[config.mk]
export PLATFORM = sky130hd
export DESIGN_NAME = cart_detect
export DESIGN_NICKNAME = d
export VERILOG_FILES = /design/src/rtl/cart_detect.sv
export SDC_FILE = /design/constraint.sdc
export NUM_CORES = 1
export LEC_CHECK = 0
export ABC_AREA = 1
export CORE_MARGIN = 8
export CORE_UTILIZATION = 30
export DETAILED_ROUTE_END_ITERATION = 6
export GPL_TIMING_DRIVEN = 0
export SLEW_MARGIN = 20
export SYNTH_ARGS = -nofsm -noshare
export SYNTH_HDL_FRONTEND = slang
export SYNTH_SLANG_ARGS = --single-unit
[constraint.sdc]
create_clock -name clk_sys -period 4.9 [get_ports clk_sys]
set_clock_uncertainty 0.1 [all_clocks]
set_input_delay 0.98 -clock clk_sys [delete_from_list [all_inputs] [get_ports clk_sys]]
set_output_delay 0.98 -clock clk_sys [all_outputs]
set_load 0.005 [all_outputs]
[src/rtl/cart_detect.sv]
// Cartridge-type detector: snoops the ioctl ROM download, sizes the image and
// counts bankswitch hot-spot signatures, then picks force_bs/sc at download end.
module cart_detect #(
  parameter int SC_SPAN = 128,
  parameter int CNT_W   = 4
) (
  input  logic        clk_sys,
  input  logic        reset,
  input  logic        ioctl_download,
  input  logic        ioctl_wr,
  input  logic [16:0] ioctl_addr,
  input  logic [7:0]  ioctl_dout,
  input  logic [3:0]  ext_bs,
  input  logic        ext_sc,
  input  logic [1:0]  sc_mode,
  output logic [3:0]  force_bs,
  output logic        sc,
  output logic [16:0] rom_size,
  output logic        det_valid
);
  typedef enum logic [1:0] {IDLE, LOAD, DECIDE, DONE} state_t;

  localparam logic [CNT_W-1:0] CNT_MAX = '1;
  localparam logic [16:0]      SC_LIM  = 17'(SC_SPAN);

  state_t           state, state_nxt;
  logic             old_dl, rise, fall, snoop, start;
  logic [16:0]      size, size_nxt, prev_addr;
  logic [17:0]      addr_p1;
  logic [7:0]       h2, h1, h0, n2, n1, n0, b0;
  logic             sc_flag;
  logic [CNT_W-1:0] e0_cnt, tf_cnt, fe_cnt;
  logic             hit_e0, hit_tf, hit_fe;
  logic [3:0]       bs_pick;
  logic             sc_pick;

  assign rise  = ioctl_download & ~old_dl;
  assign fall  = ~ioctl_download & old_dl;
  assign start = (state == IDLE || state == DONE) && rise;
  // The falling-edge cycle is still LOAD, so a coincident last byte is counted.
  assign snoop = (state == LOAD) && ioctl_wr;

  always_comb begin
    state_nxt = state;
    case (state)
      IDLE:    if (rise) state_nxt = LOAD;
      LOAD:    if (fall) state_nxt = DECIDE;
      DECIDE:  state_nxt = DONE;
      DONE:    if (rise) state_nxt = LOAD;
      default: state_nxt = IDLE;
    endcase
  end

  // Size tracking and history shift for the current write.
  always_comb begin
    addr_p1  = {1'b0, ioctl_addr} + 18'd1;
    size_nxt = size;
    if (addr_p1[17])               size_nxt = 17'h1FFFF;
    else if (addr_p1[16:0] > size) size_nxt = addr_p1[16:0];
    if (ioctl_addr == prev_addr + 17'd1) {n2, n1, n0} = {h1, h0, ioctl_dout};
    else                                 {n2, n1, n0} = {16'h0, ioctl_dout};
    hit_e0 = (n2 == 8'h8D || n2 == 8'hAD || n2 == 8'h2C) && n1[7:3] == 5'b11100 && n0 == 8'h1F;
    hit_tf = n1 == 8'h85 && n0 == 8'h3F;
    hit_fe = n2 == 8'h20 && n1 == 8'h00 && (n0 == 8'hD0 || n0 == 8'hF0);
  end

  always_comb begin
    bs_pick = 4'd0;
    if (ext_bs != 4'd0)                            bs_pick = ext_bs;
    else if (size == 17'd8192) begin
      if (e0_cnt >= CNT_W'(2))                     bs_pick = 4'd4;
      else if (tf_cnt != '0)                       bs_pick = 4'd5;
      else if (fe_cnt >= CNT_W'(2))                bs_pick = 4'd3;
      else                                         bs_pick = 4'd1;
    end
    else if (size >= 17'd10240 && size <= 17'd10495) bs_pick = 4'd7;
    else if (size == 17'd12288)                    bs_pick = 4'd8;
    else if (size == 17'd16384)                    bs_pick = (tf_cnt != '0) ? 4'd5 : 4'd2;
    else if (size == 17'd32768)                    bs_pick = (tf_cnt != '0) ? 4'd5 : 4'd6;
    else if (size <= 17'd4096)                     bs_pick = 4'd0;
    else                                           bs_pick = (tf_cnt != '0) ? 4'd5 : 4'd0;

    case (sc_mode)
      2'd0:    sc_pick = ext_sc | (sc_flag & (size >= 17'd8192) & (size >= SC_LIM));
      2'd1:    sc_pick = 1'b0;
      default: sc_pick = 1'b1;
    endcase
  end

  // old_dl follows the pin even in reset so a download still active across
  // reset is not mistaken for a fresh start.
  always_ff @(posedge clk_sys) old_dl <= ioctl_download;

  always_ff @(posedge clk_sys) begin
    if (reset) begin
      state     <= IDLE;
      size      <= '0;
      prev_addr <= '0;
      {h2, h1, h0} <= '0;
      b0        <= '0;
      sc_flag   <= 1'b0;
      e0_cnt    <= '0;
      tf_cnt    <= '0;
      fe_cnt    <= '0;
      force_bs  <= '0;
      sc        <= 1'b0;
      rom_size  <= '0;
      det_valid <= 1'b0;
    end else begin
      state <= state_nxt;
      if (start) begin
        size      <= '0;
        prev_addr <= '0;
        {h2, h1, h0} <= '0;
        b0        <= '0;
        sc_flag   <= 1'b1;
        e0_cnt    <= '0;
        tf_cnt    <= '0;
        fe_cnt    <= '0;
        force_bs  <= '0;
        sc        <= 1'b0;
        rom_size  <= '0;
        det_valid <= 1'b0;
      end else if (snoop) begin
        size      <= size_nxt;
        prev_addr <= ioctl_addr;
        {h2, h1, h0} <= {n2, n1, n0};
        if (ioctl_addr == 17'd0)                             b0 <= ioctl_dout;
        else if (ioctl_addr < SC_LIM && ioctl_dout != b0)    sc_flag <= 1'b0;
        if (hit_e0 && e0_cnt != CNT_MAX) e0_cnt <= e0_cnt + CNT_W'(1);
        if (hit_tf && tf_cnt != CNT_MAX) tf_cnt <= tf_cnt + CNT_W'(1);
        if (hit_fe && fe_cnt != CNT_MAX) fe_cnt <= fe_cnt + CNT_W'(1);
      end
      if (state == DECIDE) begin
        force_bs  <= bs_pick;
        sc        <= sc_pick;
        rom_size  <= size;
        det_valid <= 1'b1;
      end
    end
  end
endmodule
==> summary.md, run 1 <==
| Metric | Value |
|---|---|
| GRT overflow | 0 |
| Setup crit end kind | flip-flop |
| Worst-Margin Slew | 930 ps |
| Part of the power in the clock network | 32.9% |
| Cell variety after synth | 44 |
| Detailed-route via count | 5,974 |
| Crit start category | input port |
| Largest cells by area after synthesis | dfxtp_1, nand2_1, inv_1 |
| Slew Limit Fails | 0 |
| Worst reg2reg setup slack | roughly 1900 ps |
| Routed len/inst | 13.8 um |
| Mapped Nets | 971 |
| Routability cong. | slightly below 0.9 |
| Die Height | ~160 um |
| 1st-iter DRT viols | around 320 |
| GRT Util Overall | roughly 14% |
| Layout cells sized above 1 | 5.95% |
| Hold Path End | det_valid$_SDFFE_PP0P_ |
| Vias in the first global route | approximately 5.6k |
| Arr. time, crit path | 4660 ps |
| Worst EP required | 5070 ps |
| Max Cap Viol | 0 |
| Leakage Power | between 0.002 and 0.003 uW |
| Post-CTS Resized | 0 |
| Tmin final | 4500 ps |
| I/O Buffers | 51 |
| Count leader, synth | nand2_1 |
| Synth cell count leaders | nand2_1, inv_1, dfxtp_1, nor2_1 |
| Die W | 158 um |
| Setup violators final | 0 |
| DP Wirelength | 13,700 um |
| CTS clock-pin slew for the worst setup and hold paths | 60 ps |
| Seq/Total Area, Yosys | 32.2% |
| First-pass GRT wire length | 27,900 um |
| Cell count after synthesis | a little over 900 |
| TritonCTS clock tree | built |
| Top-area cell type share of the netlist area | between 30% and 40% |
| Max Clock Freq | ~0.22 GHz |
| Initial antenna violation count | 1 |
| Initial DRT Pass Iterations | 5 |
| Pwr dens | 317 mW/mm^2 |
| Clock buffer depth | 2 |
| Die ar. | 0.0249 sq mm |
| Total power | roughly 2300 uW |
| Final WL | 17,200 um |
| Post-synth ARST share | 0% |
| Worst Reg-to-Reg Cells | 16 |
| Final net count | approximately 1.0k |
| Non-Filler Instances | 1,245 |
| Clock sinks | 97 |
| Vias per Instance | 4.80 |
| Fin. Hold Viols | 0 |
| Core ar. | 0.0200 sq mm |
| HP Start | det_valid$_SDFFE_PP0P_ |
| Site Rows | 52 |
| Post-CTS Setup Bufs | 0 |
| Ys Warns | 0 |
| Starting Density | 30.2% |
| Final period util | 91.8% |
| Syn avg cell area | 6.65 sq um |
| CP Class | in2reg |
| Sw Pwr | 773 uW |
| Post-synth EDFFs | 0 |
| Relative slew slack | 37.4% |
| I/O pins | 59 |
| Worst-Skew Late Latency | 350 ps |
| Root buf cell | clkbuf_16 |
| Area growth syn-to-layout | 19.7% |
| Netlist Area Pre-Place | 0.00603 sq mm |
| Net switching fraction of the power | 33.8% |
| RR Endpoint | tf_cnt[0]$_SDFFE_PP0P_ |
| Reg power frac | 39.9% |
| Int Power | about 1500 uW |
| Primary FF master, synth | dfxtp_1 |
| Synth Register Bits | between 90 and 100 |
| H-tree levels | 3 |
| Status | complete, no violations |
| DP Cell Count | 1,228 |
| RSZ-0062 raised after global routing | no |
| Crit-path max FO | 10 |
| Post-CTS Hold Fix Bufs | 0 |
| Post-synth top area cell | dfxtp_1 |
| Hold path cells | 2 |
| DRC | 0 |
| HP Class | reg2reg |
| Largest net degree at the start of global routing | 16 |
| Total CTS buffers | 9 |
| R2R Path Start | prev_addr[0]$_SDFFE_PP0P_ |
| Combinational Power Share | between 20% and 30% |
| Number of nets still failing antenna checks after routing | 0 |
| Maximum VDD drop | around 140 uV |
routing by layer:
metal  wire [um]  up-vias  global-route usage [%]
li1            -     3119                       -
met1        7960     2691                    17.4
met2        7780      138                    23.3
met3         913       26                    2.29
met4         520        0                    6.71
met5           0        -                       0
flip-flops by register name, indices dropped and copies added, names as in the netlist:
name and cells:
prev_addr 17, h1 8, e0_cnt 4, force_bs 4
sc 1, rom_size 17, det_valid 1, tf_cnt 4
size 17, fe_cnt 4, state 2, b0 8
old_dl 1, h0 8, sc_flag 1
power by group through the flow:
stage               registers, uW  clock network, uW  logic, uW
finish                        913                754        621
global route                  922                800        707
CTS                           912                770        622
detailed placement            930                  0        619
global placement              929                  0        612
floorplan                     917                  0        425
cells by family (layout without fill, tap and decap cells):
logic type      count (synthesis)  after routing  synth area share, %
simple gates                  467            467                 35.3
buf+inv                       147            214                 9.42
compound gates                146            146                 13.8
flops                          97             97                 32.2
fa+ha+maj                      28             28                 5.81
xor+xnor                       22             22                 3.42
other cells                     0              1                    0
per-stage QoR:
step	cell area (sq um)	TNS [ps]	util [%]	hold slack, ps	worst slack [ps]
floorplan	6030	0	-	329	1000
global placement	6880	-5130	34.4	328	-367
detailed placement	6880	-4660	34.4	346	-332
CTS	7200	0	36.0	356	34.8
global route	7220	0	36.2	370	52.2
finish	7220	0	36.2	353	401
cell type report:
cell class / count / area [sq um]
clock inverter: 3 / 46.3
fill: 2161 / 12800
clock buffer: 13 / 270
sequential: 97 / 1940
tap: 270 / 338
timing repair buffer: 51 / 510
multi-input combinational: 663 / 3540
inverter: 118 / 443
buffer: 29 / 128
antenna: 1 / 2.50
cells in the final DEF (no fill, tap or decap), types with 4 or more instances in the layout:
| cell type | n |
|---|---|
| nand2_1 | 225 |
| inv_1 | 116 |
| dfxtp_1 | 97 |
| nor2_1 | 84 |
| nand3_1 | 58 |
| a21oi_1 | 58 |
| o21ai_0 | 53 |
| clkdlybuf4s50_1 | 51 |
| nand4_1 | 29 |
| ha_1 | 28 |
| nor3_1 | 23 |
| clkbuf_1 | 21 |
| xor2_1 | 14 |
| a211oi_1 | 14 |
| nor4_1 | 13 |
| clkbuf_16 | 9 |
| nand2_2 | 8 |
| xnor2_1 | 7 |
| buf_2 | 6 |
| nor2_4 | 6 |
| a31oi_1 | 4 |
| clkbuf_8 | 4 |
| nand3_2 | 4 |
how the worst max path moves through the flow:
stage	start	depth (start not counted)	end	slack (ps)
floorplan	ioctl_addr[0]	22	size[7]$_SDFFE_PP0P_	1000
global route	ioctl_addr[0]	22	size[7]$_SDFFE_PP0P_	50
CTS	ioctl_addr[0]	23	size[11]$_SDFFE_PP0P_	30
detailed placement	ioctl_addr[0]	23	size[11]$_SDFFE_PP0P_	-330
global placement	ioctl_addr[0]	23	size[7]$_SDFFE_PP0P_	-370
finish	ioctl_addr[0]	23	size[10]$_SDFFE_PP0P_	400
critical path, cell delays in order:
cell and delay (ps):
clkdlybuf4s50_1 620, ha_1 220, nand2_1 80, inv_1 90, nand4_1 130, nor3_2 220, nand3_1 120, nor3_2 190
nand3_1 120, xnor2_1 240, ha_1 290, nand2_1 80, inv_1 40, nand3_1 120, inv_1 50, a21oi_1 170
nand3_1 100, o21ai_0 80, nand2_1 80, nand2_2 160, buf_2 250, nor3_1 70, a211oi_1 180
No activity file was read; power rests on OpenSTA's default activity.
==> run 2: changes to the inputs <==
==> constraint.sdc (replaced) <==
create_clock -name clk_sys -period 4.9 [get_ports clk_sys]
set_clock_uncertainty 0.1 [all_clocks]
set_input_delay 1.47 -clock clk_sys [delete_from_list [all_inputs] [get_ports clk_sys]]
set_output_delay 1.47 -clock clk_sys [all_outputs]
set_load 0.005 [all_outputs]
==> summary.md, run 2 (same netlist as run 1, synthesis figures left out) <==
| Metric | Value |
|---|---|
| Detailed-route via count | 6,010 (+0.60%) |
| Fin. Hold Viols | 0 (unchanged) |
| Post-CTS Hold Fix Bufs | 0 (unchanged) |
| Root buf cell | clkbuf_16 |
| Routability cong. | 0.886 (unchanged) |
| Initial antenna violation count | 1 (unchanged) |
| TritonCTS clock tree | built |
| H-tree levels | 3 (unchanged) |
| Layout cells sized above 1 | 6.67% (+0.71 points) |
| Area growth syn-to-layout | 20.6% |
| Crit-path max FO | 10 (unchanged) |
| Total CTS buffers | 9 (unchanged) |
| First-pass GRT wire length | 28,000 um (+0.20%) |
| Starting Density | 30.2% (unchanged) |
| Die W | 158 um (unchanged) |
| Final net count | 1,034 (+0.097%) |
| HP Class | reg2reg |
| Final period util | 94.0% (+2.2 points) |
| DRC | 0 (unchanged) |
| Maximum VDD drop | 141 uV (+0.44%) |
| Clock sinks | 97 (unchanged) |
| Relative slew slack | 37.4% (-0.048 points) |
| CTS clock-pin slew for the worst setup and hold paths | 60 ps (about the same) |
| Final WL | 17,200 um (+0.47%) |
| CP Class | in2reg |
| Largest net degree at the start of global routing | 16 (unchanged) |
| Pwr dens | 316 mW/mm^2 (-0.39%) |
| Core ar. | 0.0200 sq mm (unchanged) |
| Worst-Margin Slew | 930 ps (+0.713 ps) |
| Max Cap Viol | 0 (unchanged) |
| Site Rows | 52 (unchanged) |
| Die ar. | 0.0249 sq mm (unchanged) |
| Worst-Skew Late Latency | 360 ps (about the same) |
| Core Util, Final | 36.4% (+0.28 points) |
| GRT Util Overall | 14.0% (+0.023 points) |
| I/O Buffers | 51 (unchanged) |
| Routed len/inst | 13.8 um (+0.39%) |
| DP Wirelength | 13,700 um (unchanged) |
| Crit start category | input port |
| Largest regs | prev_addr: 17 flops, rom_size: 17 flops, size: 17 flops |
| Vias in the first global route | 5,576 (+0.18%) |
| RSZ-0062 raised after global routing | no |
| Commonest non-fill, non-tap cells in the layout | nand2_1, inv_1, dfxtp_1 |
| Number of nets still failing antenna checks after routing | 0 (unchanged) |
| Commonest non-fill, non-tap cell in the layout | nand2_1 |
| Vias per Instance | 4.82 (+0.52%) |
| Initial DRT Pass Iterations | 5 (unchanged) |
| Setup violators final | 0 (unchanged) |
| GRT overflow | 0 (unchanged) |
| Tmin final | 4610 ps (+107 ps) |
| Hold Slack | 355 ps (+2.32 ps) |
| Status | complete, no violations |
| Arr. time, crit path | 4750 ps (+90 ps) |
| Filler Cells Inserted | 2,152 (-0.42%) |
| Max Clock Freq | 0.217 GHz (-2.3%) |
| Worst EP required | 5040 ps (-30 ps) |
| Setup crit end kind | flip-flop |
| I/O pins | 59 (unchanged) |
| Clock buffer depth | 2 (unchanged) |
| 1st-iter DRT viols | 316 (+0.32%) |
| Slew Limit Fails | 0 (unchanged) |
| Leakage Power | 0.00291 uW (+2.3%) |
| Die Height | 158 um (unchanged) |
==> run 2: per-stage QoR <==
| stage | worst slack, ps | cell area (sq um) | std cells | setup TNS (ps) | power [uW] |
|---|---|---|---|---|---|
| 3_5_place_dp | -822 | 6880 | 1228 | -12990 | 1550 |
| 2_1_floorplan | 512 | 6030 | 907 | 0 | 1340 |
| 3_3_place_gp | -857 | 6880 | 1228 | -13460 | 1540 |
| 6_report | 294 | 7280 | 1246 | 0 | 2300 |
| 5_1_grt | 38.5 | 7280 | 1246 | 0 | 2430 |
| 4_1_cts | 37.7 | 7220 | 1244 | 0 | 2310 |
==> run 2: area by class of cell <==
cell class                      instances  area (sq um)  share of cell area, %
Sequential cell                        97          1940                   26.7
Buffer                                 29           136                   1.87
Antenna cell                            1          2.50                 0.0344
Multi-Input combinational cell        663          3570                   49.1
Clock inverter                          3          46.3                  0.636
Clock buffer                           13           270                   3.71
Inverter                              118           443                   6.09
Timing Repair Buffer                   52           523                   7.19
Tap cell                              270           338                   4.64
==> run 2: routing by layer <==
layer  wire length, um  up-vias  GRT usage, %
met5                 0        -             0
met4               527        0          6.71
met3               860       26          2.29
met2              7860      125          23.3
met1              8000     2739          17.4
li1                  -     3120             -
==> run 2: repair_timing <==
item | CTS | global route
buffers inserted | 0 | 1
hold endpoints to repair | 0 | 0
gates resized for setup | 9 | 17
pin swaps | 0 | 2
setup endpoints to repair | 17 | 17
==> run 2: worst max-delay path: stages <==
cell and delay (ps):
clkdlybuf4s50_1 560, inv_1 130, nor3_2 260, nand3_1 110, nor3_2 260, nand3_1 150
xnor2_2 170, ha_1 310, nand2_1 60, inv_1 50, nand3_1 130, nor2_2 150
nand4_1 80, nand3_1 100, o21ai_0 80, nand2_1 70, nand2_2 130, buf_6 200
nor3_1 190, nor2_1 70
==> run 2: path summary, 6_finish.rpt <==
check,end,from,cells past startpoint,slack (ps)
setup / recovery,size[16]$_SDFFE_PP0P_,ioctl_addr[6],20,290
hold / removal,det_valid$_SDFFE_PP0P_,det_valid$_SDFFE_PP0P_,2,350
setup reg to reg,tf_cnt[0]$_SDFFE_PP0P_,prev_addr[0]$_SDFFE_PP0P_,14,1920
hold reg to reg,det_valid$_SDFFE_PP0P_,det_valid$_SDFFE_PP0P_,2,350
==> run 2: power breakdown <==
part | internal [uW] | switching, uW | total, uW
clock | 440 | 315 | 755
sequential | 857 | 56.7 | 913
combinational | 221 | 407 | 628
